[src/rtl/mul_pkg.sv]
// Shared op codes, FSM encoding and op-decode helpers for the iterative multiplier.
package mul_pkg;

  localparam logic [2:0] MUL_OP_MULT  = 3'b000;
  localparam logic [2:0] MUL_OP_MULTU = 3'b001;
  localparam logic [2:0] MUL_OP_MADD  = 3'b010;
  localparam logic [2:0] MUL_OP_MADDU = 3'b011;
  localparam logic [2:0] MUL_OP_MSUB  = 3'b100;
  localparam logic [2:0] MUL_OP_MSUBU = 3'b101;

  typedef enum logic [1:0] {
    S_IDLE = 2'd0,
    S_CALC = 2'd1,
    S_FIX  = 2'd2,
    S_DONE = 2'd3
  } state_t;

  function automatic logic is_valid_op(input logic [2:0] op);
    return op[2:1] != 2'b11;
  endfunction

  function automatic logic is_signed(input logic [2:0] op);
    return (op == MUL_OP_MULT) || (op == MUL_OP_MADD) || (op == MUL_OP_MSUB);
  endfunction

  function automatic logic is_acc(input logic [2:0] op);
    return (op == MUL_OP_MADD) || (op == MUL_OP_MADDU);
  endfunction

  function automatic logic is_sub(input logic [2:0] op);
    return (op == MUL_OP_MSUB) || (op == MUL_OP_MSUBU);
  endfunction

endpackage

[src/rtl/mul_pp_step.sv]
// One radix-2^BPC partial-product term: mcand * slice, aligned to its digit position.
module mul_pp_step #(
  parameter int WIDTH = 32,
  parameter int BPC   = 4,
  parameter int SH_W  = 5
) (
  input  logic [WIDTH-1:0]   mcand,
  input  logic [BPC-1:0]     slice,
  input  logic [SH_W-1:0]    shamt,
  output logic [2*WIDTH-1:0] addend
);

  logic [2*WIDTH-1:0] term;

  assign term   = {{WIDTH{1'b0}}, mcand} * {{(2*WIDTH-BPC){1'b0}}, slice};
  assign addend = term << shamt;

endmodule

[src/rtl/mul_iter_unit.sv]
// Iterative sign-magnitude multiply / multiply-accumulate unit with start/busy/done handshake.
module mul_iter_unit
  import mul_pkg::*;
#(
  parameter int WIDTH = 32,
  parameter int BPC   = 4
) (
  input  logic               clk,
  input  logic               rst,
  input  logic               flush,
  input  logic               start,
  input  logic [2:0]         op,
  input  logic [WIDTH-1:0]   opa,
  input  logic [WIDTH-1:0]   opb,
  input  logic [2*WIDTH-1:0] acc_i,
  output logic               busy,
  output logic               done,
  output logic [2*WIDTH-1:0] result_o,
  output logic               stall_mul
);

  localparam int N     = WIDTH / BPC;
  localparam int CNT_W = (N > 1) ? $clog2(N) : 1;
  localparam int SH_W  = (WIDTH > 1) ? $clog2(WIDTH) : 1;

  state_t               state_q, state_d;
  logic [CNT_W-1:0]     cnt_q;
  logic [2:0]           op_q;
  logic [2*WIDTH-1:0]   acc_q;
  logic [WIDTH-1:0]     mcand_q, mplier_q;
  logic                 neg_q;
  logic [2*WIDTH-1:0]   pp_q;
  logic [2*WIDTH-1:0]   result_q;

  logic signed [WIDTH-1:0] opa_s, opb_s;
  logic [WIDTH-1:0]     a_mag, b_mag;
  logic                 accept, last_iter;
  logic [SH_W-1:0]      shamt;
  logic [2*WIDTH-1:0]   addend, prod_fix, res_fix;

  assign opa_s  = opa;
  assign opb_s  = opb;
  // The most negative operand negates to itself, which is its correct unsigned magnitude.
  assign a_mag  = (is_signed(op) && opa_s < 0) ? $unsigned(-opa_s) : opa;
  assign b_mag  = (is_signed(op) && opb_s < 0) ? $unsigned(-opb_s) : opb;
  assign accept = (state_q == S_IDLE) && start && is_valid_op(op) && !flush;
  assign last_iter = (cnt_q == CNT_W'(N - 1));
  assign shamt  = SH_W'(cnt_q) * SH_W'(BPC);

  mul_pp_step #(
    .WIDTH (WIDTH),
    .BPC   (BPC),
    .SH_W  (SH_W)
  ) u_pp_step (
    .mcand  (mcand_q),
    .slice  (mplier_q[BPC-1:0]),
    .shamt  (shamt),
    .addend (addend)
  );

  assign prod_fix = neg_q ? (~pp_q + 1'b1) : pp_q;
  assign res_fix  = is_sub(op_q) ? (acc_q - prod_fix) :
                    is_acc(op_q) ? (acc_q + prod_fix) : prod_fix;

  always_comb begin
    state_d = state_q;
    unique case (state_q)
      S_IDLE: if (start && is_valid_op(op)) state_d = S_CALC;
      S_CALC: if (last_iter) state_d = S_FIX;
      S_FIX:  state_d = S_DONE;
      S_DONE: state_d = S_IDLE;
      default: state_d = S_IDLE;
    endcase
    if (flush) state_d = S_IDLE;
  end

  always_ff @(posedge clk or negedge rst) begin
    if (!rst) state_q <= S_IDLE;
    else      state_q <= state_d;
  end

  // Operand capture on accept, digit accumulation in CALC, sign fix-up and accumulate in FIX.
  always_ff @(posedge clk or negedge rst) begin
    if (!rst) begin
      cnt_q    <= '0;
      op_q     <= '0;
      acc_q    <= '0;
      mcand_q  <= '0;
      mplier_q <= '0;
      neg_q    <= 1'b0;
      pp_q     <= '0;
      result_q <= '0;
    end else if (!flush) begin
      unique case (state_q)
        S_IDLE: if (accept) begin
          op_q     <= op;
          acc_q    <= acc_i;
          mcand_q  <= a_mag;
          mplier_q <= b_mag;
          neg_q    <= is_signed(op) & (opa[WIDTH-1] ^ opb[WIDTH-1]);
          pp_q     <= '0;
          cnt_q    <= '0;
        end
        S_CALC: begin
          pp_q     <= pp_q + addend;
          mplier_q <= mplier_q >> BPC;
          cnt_q    <= cnt_q + CNT_W'(1);
        end
        S_FIX:   result_q <= res_fix;
        default: ;
      endcase
    end
  end

  assign busy      = (state_q == S_CALC) || (state_q == S_FIX);
  assign done      = (state_q == S_DONE);
  assign result_o  = result_q;
  assign stall_mul = start & is_valid_op(op) & ~done;

endmodule

[config.mk]
export PLATFORM = sky130hd
export DESIGN_NAME = mul_iter_unit
export DESIGN_NICKNAME = d
export VERILOG_FILES = /design/src/rtl/mul_pkg.sv /design/src/rtl/mul_pp_step.sv /design/src/rtl/mul_iter_unit.sv
export SDC_FILE = /design/constraint.sdc
export NUM_CORES = 1
export LEC_CHECK = 0
export BUFFER_PORTS_ARGS = -buffer_cell sky130_fd_sc_hd__buf_4
export CAP_MARGIN = 25
export CORE_UTILIZATION = 55
export DETAILED_ROUTE_END_ITERATION = 8
export GPL_TIMING_DRIVEN = 0
export PLACE_DENSITY = 0.83
export SYNTH_ARGS = -nofsm -noshare
export SYNTH_HDL_FRONTEND = slang
export SYNTH_SLANG_ARGS = --single-unit
[constraint.sdc]
create_clock -name clk -period 6.77 [get_ports clk]
set_input_delay 1.0155 -clock clk [delete_from_list [all_inputs] [get_ports clk]]
set_output_delay 1.0155 -clock clk [all_outputs]
set_load 0.05 [all_outputs]
# Word level (Yosys, flattened, before mapping)
# Index checks and enable logic that the tools add are counted.
totals:
  wordCells: 75
  reg_bits: 265
  out_inout_bits: 67
op_classes:
  magnitude_cmp: 2
  n_bitwise: 7
  add_sub_neg: 7
  reduce_logical: 19
  multipliers: 1
  shifts: 1
  n_mux: 15
  eq_ne: 14
ops:
  columns: ["op", "n"]
  rows:
  - ["64-bit two-way mux", 4]
  - ["64-bit adder", 2]
  - ["64-bit one-hot mux with 2 select lines", 1]
  - ["32-bit two-way mux", 3]
  - ["64-bit by 1-bit adder with 64-bit output, second input constant", 1]
  - ["32-bit by 1-bit less-than comparator with 1-bit output, second input constant", 2]
  - ["32-bit negation", 2]
  - ["64-bit NOT", 1]
  - ["32-bit one-hot mux with 2 select lines", 1]
  - ["36-bit by 5-bit << shifter with 64-bit output", 1]
  - ["64-bit subtractor", 1]
  - ["32-bit by 4-bit multiplier with 36-bit output", 1]
  - ["3-bit equality test, second input constant", 4]
  - ["3-bit by 2-bit equality test with 1-bit output, second input constant", 3]
  - ["2-bit one-hot mux with 4 select lines", 1]
  - ["1-bit logical AND", 6]
  - ["2-bit two-way mux", 3]
  - ["3-bit one-hot mux with 2 select lines", 1]
  - ["3-bit AND reduction", 2]
  - ["1-bit logical OR", 5]
  - ["2-bit equality test, second input constant", 2]
  - ["2-bit inequality test, second input constant", 2]
  - ["2-bit AND reduction", 2]
  - ["3-bit by 1-bit adder with 3-bit output, second input constant", 1]
  - ["other kinds (11)", 14]

# Logic depth before layout (Yosys ltp)
logic_depth:
  depth_word: 7
  ltp_mapped: 32

# Cells and area by module
# Synthesis repeated with hierarchy kept, for this count alone.
unflattened:
  hier_cells: 4386
  area_unflattened_um2: 32809.0
by_module_without_submodules:
  columns: ["module", "instances", "cells_each", "area_each_um2"]
  rows:
  - ["mul_iter_unit", 1, 3285, 25212.9]
  - ["mul_pp_step", 1, 1101, 7596.0]

# Least setup slack after synthesis
# OpenSTA, ideal clock, no wires.
synth_timing:
  kind: "register -> register"
  from: "reg mplier_q[1]"
  to: "reg pp_q[63]"
  slack_ps: -420
  n_path_buf: 1
  path_stages_with_launch: 31
  t_arrival_ps: 7054
  synth_period_minus_slack_ps: 7190
  required_time_ps: 6634
  cell_sequence: "dfrtp_1 -> clkbuf_1 -> and2_1 -> fa_1 -> inv_1 -> fa_1 -> inv_1 -> ha_1 -> o21ai_0 -> o2111a_1 -> or4_1 -> a21oi_1 -> a22oi_1 -> a211oi_1 -> nor2_1 -> nor4bb_1 -> nor3_1 -> o21a_1 -> mux2_2 -> mux2i_1 -> ha_1 -> and2_0 -> nand3_1 -> o21a_1 -> o21ai_0 -> a221o_1 -> o21ai_1 -> a2111oi_0 -> or3_1 -> nand3_1 -> or3b_2"
synth_via:
  elab_chain_len: 4
synth_rtl:
  columns: ["item", "line", "rtl"]
  rows:
  - ["from (decl)", "mul_iter_unit.sv:30", "logic [WIDTH-1:0] mcand_q, mplier_q;"]
  - ["from (signal assigned)", "mul_iter_unit.sv:99", "mplier_q <= b_mag;"]
  - ["from (signal assigned)", "mul_iter_unit.sv:106", "mplier_q <= mplier_q >> BPC;"]
  - ["32-bit by 4-bit multiplier with 36-bit output", "mul_pp_step.sv:15", "assign term = {{WIDTH{1'b0}}, mcand} * {{(2*WIDTH-BPC){1'b0}}, slice};"]
  - ["36-bit by 5-bit << shifter with 64-bit output", "mul_pp_step.sv:16", "assign addend = term << shamt;"]
  - ["64-bit adder", "mul_iter_unit.sv:105", "pp_q <= pp_q + addend;"]
  - ["64-bit one-hot mux with 2 select lines", "mul_iter_unit.sv:94", "unique case (state_q)"]
  - ["to (signal assigned)", "mul_iter_unit.sv:105", null]
  - ["to (decl)", "mul_iter_unit.sv:32", "logic [2*WIDTH-1:0] pp_q;"]
# Every way passes these cells.
# A chain may end at the register's enable or synchronous reset.

# Worst setup path after layout
# Same ends and word-level chain as after synthesis.

==> metrics.md <==
| Metric | Value |
|---|---|
| Outcome | finished with violations |
| Failing checks | negative setup slack |
| YS warnings | 0 |
| Worst r2r dst | pp_q[63] |
| Synth Area per Inst | 7.61 sq um |
| Die Wd | 237 um |
| Worst Setup End Kind | flop |
| R2r setup slk | -900 ps |
| Netlist cell types | 87 |
| Multiplexer share of the synthesized area | 4.22% |
| Cells after Synth | 3,985 |
| DR WL/cell | 24.4 um |
| Peak Freq | 130 MHz |
| Initial antenna violation count | 2 |
| Vias per std cell | 6.61 |
| Synth Area in Compound Gates | 27.1% |
| Seq/Total Area, Yosys | 21.8% |
| Max-slew violations | 0 |
| Post-synth EDFFs | 0 |
| Most frequent cells in the layout | 389 x nand2_1, 340 x nor2_1, 318 x buf_4 |
| Final Hold Fails | 0 |
| Detailed-route wire length | 124 mm |
| Critical path's largest stage delay | 590 ps |
| Reg2Reg Depth | 31 |
| Total Nets Final | 4,796 |
| Clk pin slew, worst setup/hold paths | 60 ps |
| H-tree levels | 2 |
| Fin worst setup slack | -895 ps |
| Global route total overflow | 0 |
| # port buffers | 201 |
| Non-Filler Instances | 5,075 |
| CTS tree | built |
| Final Cycle Share | 113% |
| Tightest Pin Transition | 1210 ps |
| Max stage delay cell, worst path | or4_4 |
| Setup WS pre-CTS | -1610 ps |
| Yosys reg bits | 264 |
| Async S/R FF share, synth | 100% |
| Full die area | 0.0561 sq mm |
| DRC | 0 |
| Crit path max fanout | 9 |
| Worst r2r src | mplier_q[1] |
| Synthesized-area fraction occupied by adder cells | 14.4% |
| # rows | 85 |
| Total clock sinks | 264 |
| Crit Path Category | reg -> reg |
| Main combinational cell family by area after synthesis | compound AO/OA/AOI/OAI gates |
| Global Route Usage Sum | 42.1% |
| DPL Wire Length | 91.9 mm |
| Pin count of the biggest net entering global routing | 94 |
| Crit path top cell by count | inv_1 |
| Post-synth top flop | dfrtp_1 |
| Critical Path RT | 7230 ps |
| Inst Count DP | 4,891 |
| Root Driver | clkbuf_16 |
| DIE HEIGHT | 237 um |
| Drt pass-1 iters | 7 |
| Syn nets | 4,431 |
| Tmin final | 7670 ps |
| Clk_lat worst skew | 590 ps |
| Max_cap viols | 0 |
| Core Area | 0.0541 sq mm |
| Worst EP arrival | 8130 ps |
| Layout Skew | 30.6 ps |
| Antenna viol nets, final | 0 |
| Routed vias | 33,600 |
| Rel. slew slack | 19.3% |
| Post-CTS Hold Buffers | 0 |
| Post-Synth Simple-Gate Area | 19.6% |
| Fraction of layout cells with a size suffix above 1 | 18.6% |
| P&R area growth vs syn | 21.5% |
| Netlist Area Pre-Place | 0.0303 sq mm |
| Critical Path Start | mplier_q[1] |
| DR iter-0 viols | 3,887 |
| Unrepaired setup endpoints after global routing | true |
| CP startpoint kind | flop |
| CTS max path bufs | 3 |
| Post-synthesis xor/xnor area fraction | 6.64% |
| Vias in the first global route | 32,100 |
| Global-route wire length before repair | 183 mm |
| Final setup vio count | 27 |
| Worst hold path type | in -> async |
| Worst setup path end | pp_q[63] |
| Most common cell after layout, fill and taps aside | nand2_1 |
| Ports | 202 |
| CTS Buf Count | 34 |
| Final GP Congestion | 1.08 |
| Initial core utilization | 56.0% |
[sequential cells by signal, summed over array words and instances (netlist names), 2 cells and up]
signal    cells
op_q          2
state_q       2
mplier_q     32
cnt_q         3
pp_q         64
acc_q        64
result_o     64
mcand_q      32
[logic make-up after synthesis]
logic type,after synthesis
muxes,118
xor gates and xnor gates,230
AOI/OAI and AO/OA,1303
adders and majority gates,311
and+or+nand+nor,1260
buffers and inverters,499
DFF,264
[metrics by stage]
step,hold slack [ps],util (%),area [sq um],TNS [ps]
2_1_floorplan,440,-,30500,-66.8
3_3_place_gp,459,60.7,32900,-48100
3_5_place_dp,460,60.9,33000,-47130
4_1_cts,421,65.8,35600,-4460
5_1_grt,447,68.1,36800,-19270
6_report,374,68.1,36800,-14020
[worst min-delay path by stage]
stage | startpoint | to | slack (ps)
2_1_floorplan | mplier_q[31] | mplier_q[31] | 440
3_3_place_gp | mplier_q[31] | mplier_q[31] | 460
3_5_place_dp | mplier_q[31] | mplier_q[31] | 460
4_1_cts | rst | acc_q[20] | 420
5_1_grt | rst | acc_q[20] | 450
6_report | rst | acc_q[20] | 370
[what timing repair did]
action | CTS | global route
resized for setup | 229 | 209
setup endpoints to repair | 65 | 54
cloned | 2 | 0
setup buffers | 80 | 48
pin swaps | 92 | 66
[final cells by class]
type | count | area (sq um)
multi-input cells | 3222 | 23600
well taps | 696 | 871
plain buffers | 206 | 858
repair buffers | 341 | 2690
flip-flops and latches | 264 | 6610
fillers | 4434 | 17300
clock inverters | 17 | 201
diodes | 3 | 7.51
inverters | 281 | 1060
clock buffers | 45 | 952
[worst max-delay path: cells and delay by family (launching register included)]
kind	cells	cell delay (ps)
buf+inv	7	750
simple gates	10	2560
flops	1	510
fa+ha+maj	4	1870
compound gates	10	1850
[synthesized netlist by cell type (35+ instances only)]
master    instances  area [sq um]
nor3_1           52           260
dfrtp_1         264          6610
mux2i_1          39           390
nand4_1          35           219
xor2_1           99           867
and2_1          110           688
a31oi_1          54           338
nor2b_1          35           219
clkbuf_1        201           754
xnor2_1         131          1150
nand3_1          80           400
ha_1            248          3100
nor2_1          355          1330
o21bai_1         51           383
a211oi_1         43           323
o22ai_1          76           475
o21ai_0         330          1650
a21o_1           87           653
inv_1           277          1040
a21oi_1         345          1730
mux2_2           79           890
nand2_1         393          1480
o31ai_1          65           488
fa_1             63          1260
[metal layers]
layer | vias to the layer above | share of wire (%) | GRT usage (%)
met5 | - | 0.0097 | 0
met4 | 2 | 7.8 | 27.1
met3 | 606 | 10 | 8.24
met2 | 2066 | 44 | 67.6
met1 | 15900 | 37 | 51.9
li1 | 15000 | - | -
Power is not shown: default switching activity piles up to over one toggle a cycle in this logic, so the estimate is an artifact.
